**src/rtl/valve_cmd_sequencer.sv**
```systemverilog
// Valve command sequencer: buffers host valve commands in a small FIFO and plays
// them out as held static patterns or 3-valve peristaltic pump sequences.
module valve_cmd_sequencer #(
    parameter int unsigned N_VALVES   = 32,
    parameter int unsigned DWELL_W    = 16,
    parameter int unsigned FIFO_DEPTH = 4,
    parameter int unsigned PUMP_BASE  = 20,
    parameter int unsigned PHASE_CYC  = 4
) (
    input  logic                clk,
    input  logic                rst,
    input  logic                cmd_valid,
    output logic                cmd_ready,
    input  logic                cmd_op,
    input  logic [N_VALVES-1:0] cmd_pattern,
    input  logic [DWELL_W-1:0]  cmd_dwell,
    input  logic                abort,
    output logic [N_VALVES-1:0] valve_o,
    output logic                busy,
    output logic                done
);

    localparam int unsigned PTR_W = (FIFO_DEPTH > 1) ? $clog2(FIFO_DEPTH) : 1;
    localparam int unsigned CNT_W = PTR_W + 1;
    localparam int unsigned PC_W  = (PHASE_CYC > 1) ? $clog2(PHASE_CYC) : 1;
    localparam int unsigned ENT_W = 1 + N_VALVES + DWELL_W;

    localparam logic [PC_W-1:0]  PC_LAST    = PC_W'(PHASE_CYC - 1);
    localparam logic [CNT_W-1:0] FULL_CNT   = CNT_W'(FIFO_DEPTH);
    localparam logic [2:0]       LAST_PHASE = 3'd5;

    typedef enum logic [1:0] {
        IDLE,
        SET_HOLD,
        PUMP_RUN
    } state_t;

    logic [ENT_W-1:0]    fifo_mem [FIFO_DEPTH];
    logic [PTR_W-1:0]    wr_ptr;
    logic [PTR_W-1:0]    rd_ptr;
    logic [CNT_W-1:0]    fifo_cnt;
    logic                fifo_empty;
    logic                fifo_full;
    logic                push;
    logic                pop;

    logic                head_op;
    logic [N_VALVES-1:0] head_pat;
    logic [DWELL_W-1:0]  head_dwell;

    state_t              state;
    state_t              state_nxt;
    logic [DWELL_W-1:0]  hold_cnt;
    logic [DWELL_W-1:0]  hold_nxt;
    logic [DWELL_W-1:0]  rep_cnt;
    logic [DWELL_W-1:0]  rep_nxt;
    logic [2:0]          phase;
    logic [2:0]          phase_nxt;
    logic [PC_W-1:0]     phase_cnt;
    logic [PC_W-1:0]     phase_cnt_nxt;
    logic [2:0]          pump_snap;
    logic [2:0]          snap_nxt;
    logic [N_VALVES-1:0] valve_nxt;
    logic [N_VALVES-1:0] valve_restored;

    logic                set_last;
    logic                pump_last;
    logic                cmd_last;

    function automatic logic [2:0] pump_phase_bits(input logic [2:0] ph);
        case (ph)
            3'd0:    return 3'b100;
            3'd1:    return 3'b110;
            3'd2:    return 3'b010;
            3'd3:    return 3'b011;
            3'd4:    return 3'b001;
            default: return 3'b101;
        endcase
    endfunction

    // ---------------- command FIFO ----------------
    assign fifo_empty = (fifo_cnt == '0);
    assign fifo_full  = (fifo_cnt == FULL_CNT);
    assign cmd_ready  = ~fifo_full & ~abort;
    assign push       = cmd_valid & cmd_ready;

    assign {head_op, head_pat, head_dwell} = fifo_mem[rd_ptr];

    always_ff @(posedge clk) begin
        if (push) begin
            fifo_mem[wr_ptr] <= {cmd_op, cmd_pattern, cmd_dwell};
        end
    end

    always_ff @(posedge clk) begin
        if (rst || abort) begin
            wr_ptr   <= '0;
            rd_ptr   <= '0;
            fifo_cnt <= '0;
        end else begin
            if (push) begin
                wr_ptr <= wr_ptr + PTR_W'(1);
            end
            if (pop) begin
                rd_ptr <= rd_ptr + PTR_W'(1);
            end
            case ({push, pop})
                2'b10:   fifo_cnt <= fifo_cnt + CNT_W'(1);
                2'b01:   fifo_cnt <= fifo_cnt - CNT_W'(1);
                default: fifo_cnt <= fifo_cnt;
            endcase
        end
    end

    // ---------------- sequencer ----------------
    assign set_last  = (state == SET_HOLD) && (hold_cnt == '0);
    assign pump_last = (state == PUMP_RUN) && (phase == LAST_PHASE) &&
                       (phase_cnt == PC_LAST) && (rep_cnt == '0);
    assign cmd_last  = set_last | pump_last;

    // Pop on the final cycle of a command too, so queued commands run without a bubble.
    assign pop  = ~abort & ~fifo_empty & ((state == IDLE) | cmd_last);
    assign done = cmd_last & ~abort;
    assign busy = (state != IDLE) | ~fifo_empty;

    always_comb begin
        valve_restored = valve_o;
        valve_restored[PUMP_BASE +: 3] = pump_snap;
    end

    always_comb begin
        state_nxt     = state;
        hold_nxt      = hold_cnt;
        rep_nxt       = rep_cnt;
        phase_nxt     = phase;
        phase_cnt_nxt = phase_cnt;
        snap_nxt      = pump_snap;
        valve_nxt     = valve_o;

        if (abort) begin
            state_nxt     = IDLE;
            hold_nxt      = '0;
            rep_nxt       = '0;
            phase_nxt     = '0;
            phase_cnt_nxt = '0;
            if (state == PUMP_RUN) begin
                valve_nxt = valve_restored;
            end
        end else begin
            case (state)
                SET_HOLD: begin
                    if (set_last) begin
                        state_nxt = IDLE;
                    end else begin
                        hold_nxt = hold_cnt - DWELL_W'(1);
                    end
                end
                PUMP_RUN: begin
                    if (pump_last) begin
                        state_nxt = IDLE;
                        valve_nxt = valve_restored;
                    end else if (phase_cnt == PC_LAST) begin
                        phase_cnt_nxt = '0;
                        if (phase == LAST_PHASE) begin
                            phase_nxt = '0;
                            rep_nxt   = rep_cnt - DWELL_W'(1);
                        end else begin
                            phase_nxt = phase + 3'd1;
                        end
                        valve_nxt[PUMP_BASE +: 3] = pump_phase_bits(phase_nxt);
                    end else begin
                        phase_cnt_nxt = phase_cnt + PC_W'(1);
                    end
                end
                default: ;
            endcase

            // valve_nxt already carries restored pump bits when a pump just finished.
            if (pop) begin
                phase_nxt     = '0;
                phase_cnt_nxt = '0;
                if (!head_op) begin
                    state_nxt = SET_HOLD;
                    valve_nxt = head_pat;
                    hold_nxt  = (head_dwell == '0) ? '0 : head_dwell - DWELL_W'(1);
                end else if (head_dwell == '0) begin
                    state_nxt = SET_HOLD;
                    hold_nxt  = '0;
                end else begin
                    state_nxt = PUMP_RUN;
                    snap_nxt  = valve_nxt[PUMP_BASE +: 3];
                    valve_nxt[PUMP_BASE +: 3] = pump_phase_bits(3'd0);
                    rep_nxt   = head_dwell - DWELL_W'(1);
                end
            end
        end
    end

    always_ff @(posedge clk) begin
        if (rst) begin
            state     <= IDLE;
            hold_cnt  <= '0;
            rep_cnt   <= '0;
            phase     <= '0;
            phase_cnt <= '0;
            pump_snap <= '0;
            valve_o   <= '0;
        end else begin
            state     <= state_nxt;
            hold_cnt  <= hold_nxt;
            rep_cnt   <= rep_nxt;
            phase     <= phase_nxt;
            phase_cnt <= phase_cnt_nxt;
            pump_snap <= snap_nxt;
            valve_o   <= valve_nxt;
        end
    end

endmodule

```
**config.mk**
```make
export PLATFORM = sky130hd
export DESIGN_NAME = valve_cmd_sequencer
export DESIGN_NICKNAME = d
export VERILOG_FILES = /design/src/rtl/valve_cmd_sequencer.sv
export SDC_FILE = /design/constraint.sdc
export NUM_CORES = 1
export LEC_CHECK = 0
export CAP_MARGIN = 20
export CORE_ASPECT_RATIO = 0.7
export CORE_MARGIN = 2
export CORE_UTILIZATION = 40
export DETAILED_ROUTE_END_ITERATION = 16
export GPL_TIMING_DRIVEN = 1
export HOLD_SLACK_MARGIN = 0.1
export PLACE_DENSITY = 0.62
export SLEW_MARGIN = 10
export SYNTH_ARGS = -nofsm -noshare
export SYNTH_HDL_FRONTEND = slang
export SYNTH_SLANG_ARGS = --single-unit
```
**constraint.sdc**
```tcl
create_clock -name clk -period 5.9 [get_ports clk]
set_clock_uncertainty 0.1 [all_clocks]
set_input_delay 1.18 -clock clk [delete_from_list [all_inputs] [get_ports clk]]
set_output_delay 1.18 -clock clk [all_outputs]
set_load 0.005 [all_outputs]
```
==> impl_metrics.json <==
{
  "tightest_slew_ps": 1110,
  "placed_cell_count": 1233,
  "report.final.setup_viol": 0,
  "layout_min_cycle_time_ps": 4490,
  "ctsHtreeMaxLevel": 1,
  "final.hold.worst_slack_ps": 354,
  "synth_area_sq_um": 11500,
  "synth_largest_area_cell": "sky130_fd_sc_hd__edfxtp_1",
  "synth.distinct_cells": 57,
  "fraction_of_the_yosys_area_taken_by_sequential_cells_pct": 65.5,
  "first_iter_violations": 707,
  "slew_viol_final": 0,
  "syn-num-nets": 866,
  "postSynth.topFlopCell": "sky130_fd_sc_hd__edfxtp_1",
  "worstHoldStart": "valve_o[29]",
  "cp_data_arrival_time_ps": 3210,
  "worst-r2r-cell-count": 6,
  "end_kind": "output port",
  "dr_wl_met3_um": 1820,
  "timing.slew.headroom_pct": 25.7,
  "rsz_0062_raised_after_global_routing": "false",
  "critPathRequiredTime_ps": 4620,
  "register_to_register_path_setup_slack_ps": 1850,
  "design.portCount": 88,
  "post-cts-setup-buffer-count": 0,
  "remaining_drc_errors": 0,
  "hold_removal_path_class": "reg2reg",
  "initial_cell_density_of_the_core_pct": 41.1,
  "rr_endpoint": "rep_cnt[15]",
  "die_w_um": 207,
  "place.port_buffers": 87,
  "cts_hold_buf": 0,
  "max_freq_ghz": 0.223,
  "core.rowCount": 51,
  "fin_tns_setup_ps": 0,
  "wl_um": 25600,
  "cts.clk_slew.worst_paths_ps": 60,
  "fp.dieH_um": 146,
  "overflow": 0,
  "vias_in_the_first_global_route": 6862,
  "utilization_pct": 48.4,
  "grt_max_degree": 38,
  "standard_cell_area_after_detailed_placement_sq_um": 12800,
  "tritoncts_num_sinks": 279,
  "cellLeakagePower_nw": 4.31,
  "cts_tree": "yes",
  "critPathKind": "reg2out",
  "worst_setup_path_start_kind": "flip-flop",
  "post_drt_wl_per_cell_um": 20.0,
  "layout.cell_area.non_filler_sq_um": 13600,
  "cts_repair_resize_count": 0,
  "result_of_the_run": "completed",
  "synth_area_per_cell_sq_um": 14.4,
  "ys_ff_latch": 279,
  "post-dp-hpwl_um": 17100,
  "max_cap_viol_count": 0,
  "min_delay_worst_endpoint": "valve_o[29]",
  "cts-root-buf": "sky130_fd_sc_hd__clkbuf_16",
  "worstPathMaxFanout": 7,
  "number_of_antenna_violations_at_the_first_check_in_global_routing": 0,
  "syn2layout_area_growth_pct": 18.0,
  "finalWeightedCongestion": 0.856,
  "synth_edf_count": 196,
  "number_of_cells_on_the_worst_hold_path": 2,
  "cts_inserted_buffers": 26,
  "postSynth.asyncResetShare_pct": 0,
  "fillCellCount": 2419,
  "finish.cell_count_without_fillers": 1281,
  "power.density_cell_area_nw_per_um2": 286,
  "met1_length_um": 13200,
  "final-seq-area_sq_um": 7550,
  "cts_max_path_buffers": 3,
  "antenna_violating_nets_post_route": 0,
  "design.final.nets": 956,
  "vdd_ir_drop_max_v": 0.000195,
  "dr_top_layer": "met4",
  "track_usage_pct": 17.2,
  "worst_skew_pair.late_latency_ps": 540,
  "synth_area_leaders": "sky130_fd_sc_hd__edfxtp_1 51%, sky130_fd_sc_hd__dfxtp_1 14%, sky130_fd_sc_hd__mux4_2 9.4%",
  "final_hold_viol_count": 0,
  "met2RoutedLength_um": 10300,
  "drtPass1Iterations": 5,
  "yosys.area.top_type_share_pct": 51.0,
  "antennaDiodeCount": 0,
  "synth_most_common_cell": "sky130_fd_sc_hd__edfxtp_1",
  "route.vias.total": 6961,
  "multiInputGateArea_sq_um": 3760,
  "core_area_sq_um": 28100,
  "total_number_of_yosys_warnings": 0,
  "grt_pass1_wl_um": 40100,
  "post_synth_inst_count": 800,
  "final.period_utilization_pct": 76.1,
  "drive_gt1_share_pct": 13.5,
  "viasPerCell": 5.43,
  "die_area_sq_um": 30200,
  "synth_common_cells": "196 x sky130_fd_sc_hd__edfxtp_1, 83 x sky130_fd_sc_hd__dfxtp_1, 79 x sky130_fd_sc_hd__nand2_1"
}
-- worst max-delay path by stage --
stage	start	to	cells after the start
after floorplan	abort	fifo_mem[0][0]	3
after global placement	abort	cmd_ready	3
after detailed placement	abort	cmd_ready	3
after CTS	rep_cnt[11]	done	5
after global routing	hold_cnt[7]	done	6
final	rep_cnt[11]	done	5
-- layer usage --
layer	vias to the layer above	GRT usage, %
met1	3449	28.3
met4	0	3.37
li1	3239	-
met3	35	3.30
met5	-	0
met2	238	23.3
-- area by class of cell --
| cell class | instances | share of cell area [%] |
|---|---|---|
| timing repair buffer | 98 | 7.01 |
| clock buffer | 33 | 4.98 |
| multi-input combinational | 467 | 27.7 |
| sequential | 279 | 55.5 |
| clock inverter | 15 | 0.920 |
| inverter | 18 | 0.497 |
| tap | 371 | 3.41 |
-- report_power, final --
group	switching (mW)	internal, mW
combinational	0.103	0.0829
sequential	0.0119	2.12
clock	0.714	0.864
-- stage by stage --
| step | setup WS (ps) | total power, mW |
|---|---|---|
| after floorplan | 2450 | 2.26 |
| after global placement | 1740 | 2.36 |
| after detailed placement | 1720 | 2.36 |
| after CTS | 1430 | 3.93 |
| after global routing | 1320 | 4.03 |
| final | 1410 | 3.90 |
-- sequential cells by signal, summed over array words and instances, names as in the netlist, named ones only --
name / flops
fifo_cnt: 3
fifo_mem: 196
hold_cnt: 16
phase: 3
phase_cnt: 2
pump_snap: 3
rd_ptr: 2
rep_cnt: 16
state: 2
valve_o: 32
wr_ptr: 2
-- critical path, cell delays in order, from the launching register on --
cell,delay [ps]
sky130_fd_sc_hd__dfxtp_1,360
sky130_fd_sc_hd__or4_1,600
sky130_fd_sc_hd__nor4_2,510
sky130_fd_sc_hd__nand2_1,430
sky130_fd_sc_hd__a21oi_1,260
sky130_fd_sc_hd__clkdlybuf4s50_1,520
-- kinds of logic after synthesis --
group	count (synthesis)	synth area share [%]
buffers and inverters	54	2.08
and+or+nand+nor	230	10.4
adders and majority gates	13	1.48
xor gates and xnor gates	49	3.72
muxes	61	10.5
DFF	279	65.5
AOI/OAI and AO/OA	114	6.34
-- cell usage in the layout (no fill, tap or decap), types with 11 or more instances in the layout --
cell type / count
sky130_fd_sc_hd__dfxtp_1: 81
sky130_fd_sc_hd__nor2_1: 40
sky130_fd_sc_hd__ha_1: 12
sky130_fd_sc_hd__edfxtp_1: 196
sky130_fd_sc_hd__nand2_1: 79
sky130_fd_sc_hd__mux2i_1: 12
sky130_fd_sc_hd__clkbuf_16: 26
sky130_fd_sc_hd__nor3_1: 27
sky130_fd_sc_hd__xnor2_1: 24
sky130_fd_sc_hd__a21oi_1: 43
sky130_fd_sc_hd__or4_1: 11
sky130_fd_sc_hd__buf_4: 11
sky130_fd_sc_hd__clkdlybuf4s50_1: 87
sky130_fd_sc_hd__mux4_2: 48
sky130_fd_sc_hd__xor2_1: 25
sky130_fd_sc_hd__o22ai_1: 12
sky130_fd_sc_hd__inv_1: 18
(Power assumes the default switching activity.)
==> variant, RTL diff (same flow settings) <==
Change the parameter `FIFO_DEPTH` from 4 to 8.
--- a/src/rtl/valve_cmd_sequencer.sv
+++ b/src/rtl/valve_cmd_sequencer.sv
@@ -5,3 +5,3 @@
     parameter int unsigned DWELL_W    = 16,
-    parameter int unsigned FIFO_DEPTH = 4,
+    parameter int unsigned FIFO_DEPTH = 8,
     parameter int unsigned PUMP_BASE  = 20,
Function: changed (Yosys sat finds a counterexample within 10 cycles, from zero or initial values and one cycle with rst high).
==> variant against the original RTL <==
Worst setup slack worse by 68 ps; wire length is 52% higher; first-iteration DRC count is 22% higher; sequential power is 73% higher; cell area is 63% higher; power is 76% higher; fmax is 1.5% lower; synthesized cell count is 35% higher; hold slack better by 43 ps; utilization is 1.1 points lower; non-clock buffer count is 9 higher; via count is 43% higher; sequential cell count is 200 higher; synthesized area is 65% higher.
==> variant: results (changes against the original RTL) <==
Final layout
  • Fill cell total of the finished layout: 3,902 (+61%)
  • Nets: 1,238 (+29%)
  • Post-route insts no fill: 1,822 (+42%)
  • Final core occ: 0.4733 (-0.01115)
  • Largest registers: fifo_mem x392, valve_o x32
  • Share of layout cells above drive strength 1: 0.1769 (+0.04169)

Synth
  • Synth cell types: 53 (-7.0%)
  • Synth top cells by count: edfxtp_1, mux4_2, dfxtp_1
  • Sequential area share after synthesis: 0.7102 (+0.05573)
  • Synth top area cells: edfxtp_1, mux4_2, dfxtp_1
  • Avg Synthesized Cell Area: 17.68 um^2 (+23%)
  • Number of synthesized flops with an enable pin: 392 (+100%)

Global routing
  • GRT Resource Usage Total: 0.1596 (-0.01224)
  • Largest net degree at the start of global routing: 59 (+55%)
  • Vias in the first global route: 10,030 (+46%)
  • Wire length of the first global-routing pass: 60,560 um (+51%)

Power and ir drop
  • Leakage: 6.827 nW (+58%)
  • Worst vdd ir: 0.0001903 V (-2.3%)
  • NetSw: 1.381 mW (+66%)

Critical path
  • Slowest-stage cell, CP: or4b_1
  • Reg2reg end: hold_cnt[13]
  • CP max stage delay: 700 ps (+100 ps)

Clock network
  • Clock latency on the worst-skew pair: 560 ps (+20 ps)
  • TritonCTS Buffers: 45 (+73%)
  • H-Tree Depth: 2 (+1)

Placement
  • Detail Placement HPWL: 22,750 um (+33%)
  • Area post-placement: 0.02062 mm^2 (+61%)
  • RD Place Congestion: 0.7629 (-11%)
  • I/O Buffers: 87 (unchanged)
  • Pre-CTS WS: 1705 ps (-20.20 ps)
  • Placed Cells: 1,738 (+41%)

Timing
  • Hold WS: 396.8 ps (+42.60 ps)
  • Worst slew margin: 0.3662 (+0.1088)

Routing
  • Vias per inst: 5.449 (+0.27%)
  • Initial drt markers: 865 (+22%)
  • Final wirelength: 39,000 um (+52%)

Min path
  • Worst Hold End: valve_o[7]
  • Hold Startpoint: valve_o[7]
  • Worst Hold Class: flip-flop to flip-flop

Status
  • Status: finished, final reports clean
==> variant: per-layer routing <==
metal	wire (um)	GRT usage
met5	0	0
met2	17910	0.2472
met1	18450	0.2375
met3	1997	0.02718
met4	637	0.03672
==> variant: critical path, delay by kind of cell, from the launching register on <==
kind                   cells  cell delay, ps
buffers and inverters      1             540
flip-flops                 1             340
AO/OA/AOI/OAI              1             180
AND/OR/NAND/NOR            3            1650
==> variant: cell families after synthesis <==
kind of cell               Yosys count  share of synthesized area
DFF                                479                     0.7102
and+or+nand+nor                    194                    0.05445
muxes                              157                     0.1472
AOI/OAI and AO/OA                  116                    0.04117
buffers and inverters               69                    0.01605
xor gates and xnor gates            49                    0.02256
adders and majority gates           12                   0.008286
==> variant: power groups by stage <==
| stage | Combinational [mW] | Clock [mW] | Sequential [mW] |
|---|---|---|---|
| floorplan | 0.118 | 0 | 3.77 |
| global placement | 0.232 | 0 | 3.77 |
| CTS | 0.237 | 2.99 | 3.69 |
| global route | 0.256 | 3.14 | 3.70 |
| detailed placement | 0.237 | 0 | 3.77 |
| finish | 0.235 | 2.92 | 3.69 |
==> variant: worst max path at each step <==
stage / startpoint / end / slack (ps) / depth (start not counted)
global route: hold_cnt[5] / done / 1210 / 5
CTS: hold_cnt[5] / done / 1280 / 5
global placement: flip-flop / hold_cnt[6] / 1780 / 7
floorplan: abort / fifo_mem[0][0] / 40 / 5
finish: hold_cnt[5] / done / 1340 / 5
detailed placement: flip-flop / hold_cnt[3] / 1700 / 6
==> variant: area by class of cell <==
type / count / area share
Sequential cell: 479 / 0.6113
Multi-Input combinational cell: 528 / 0.2379
Clock buffer: 62 / 0.05904
Timing Repair Buffer: 107 / 0.04615
Tap cell: 612 / 0.03461
Clock inverter: 22 / 0.008936
Inverter: 12 / 0.002036
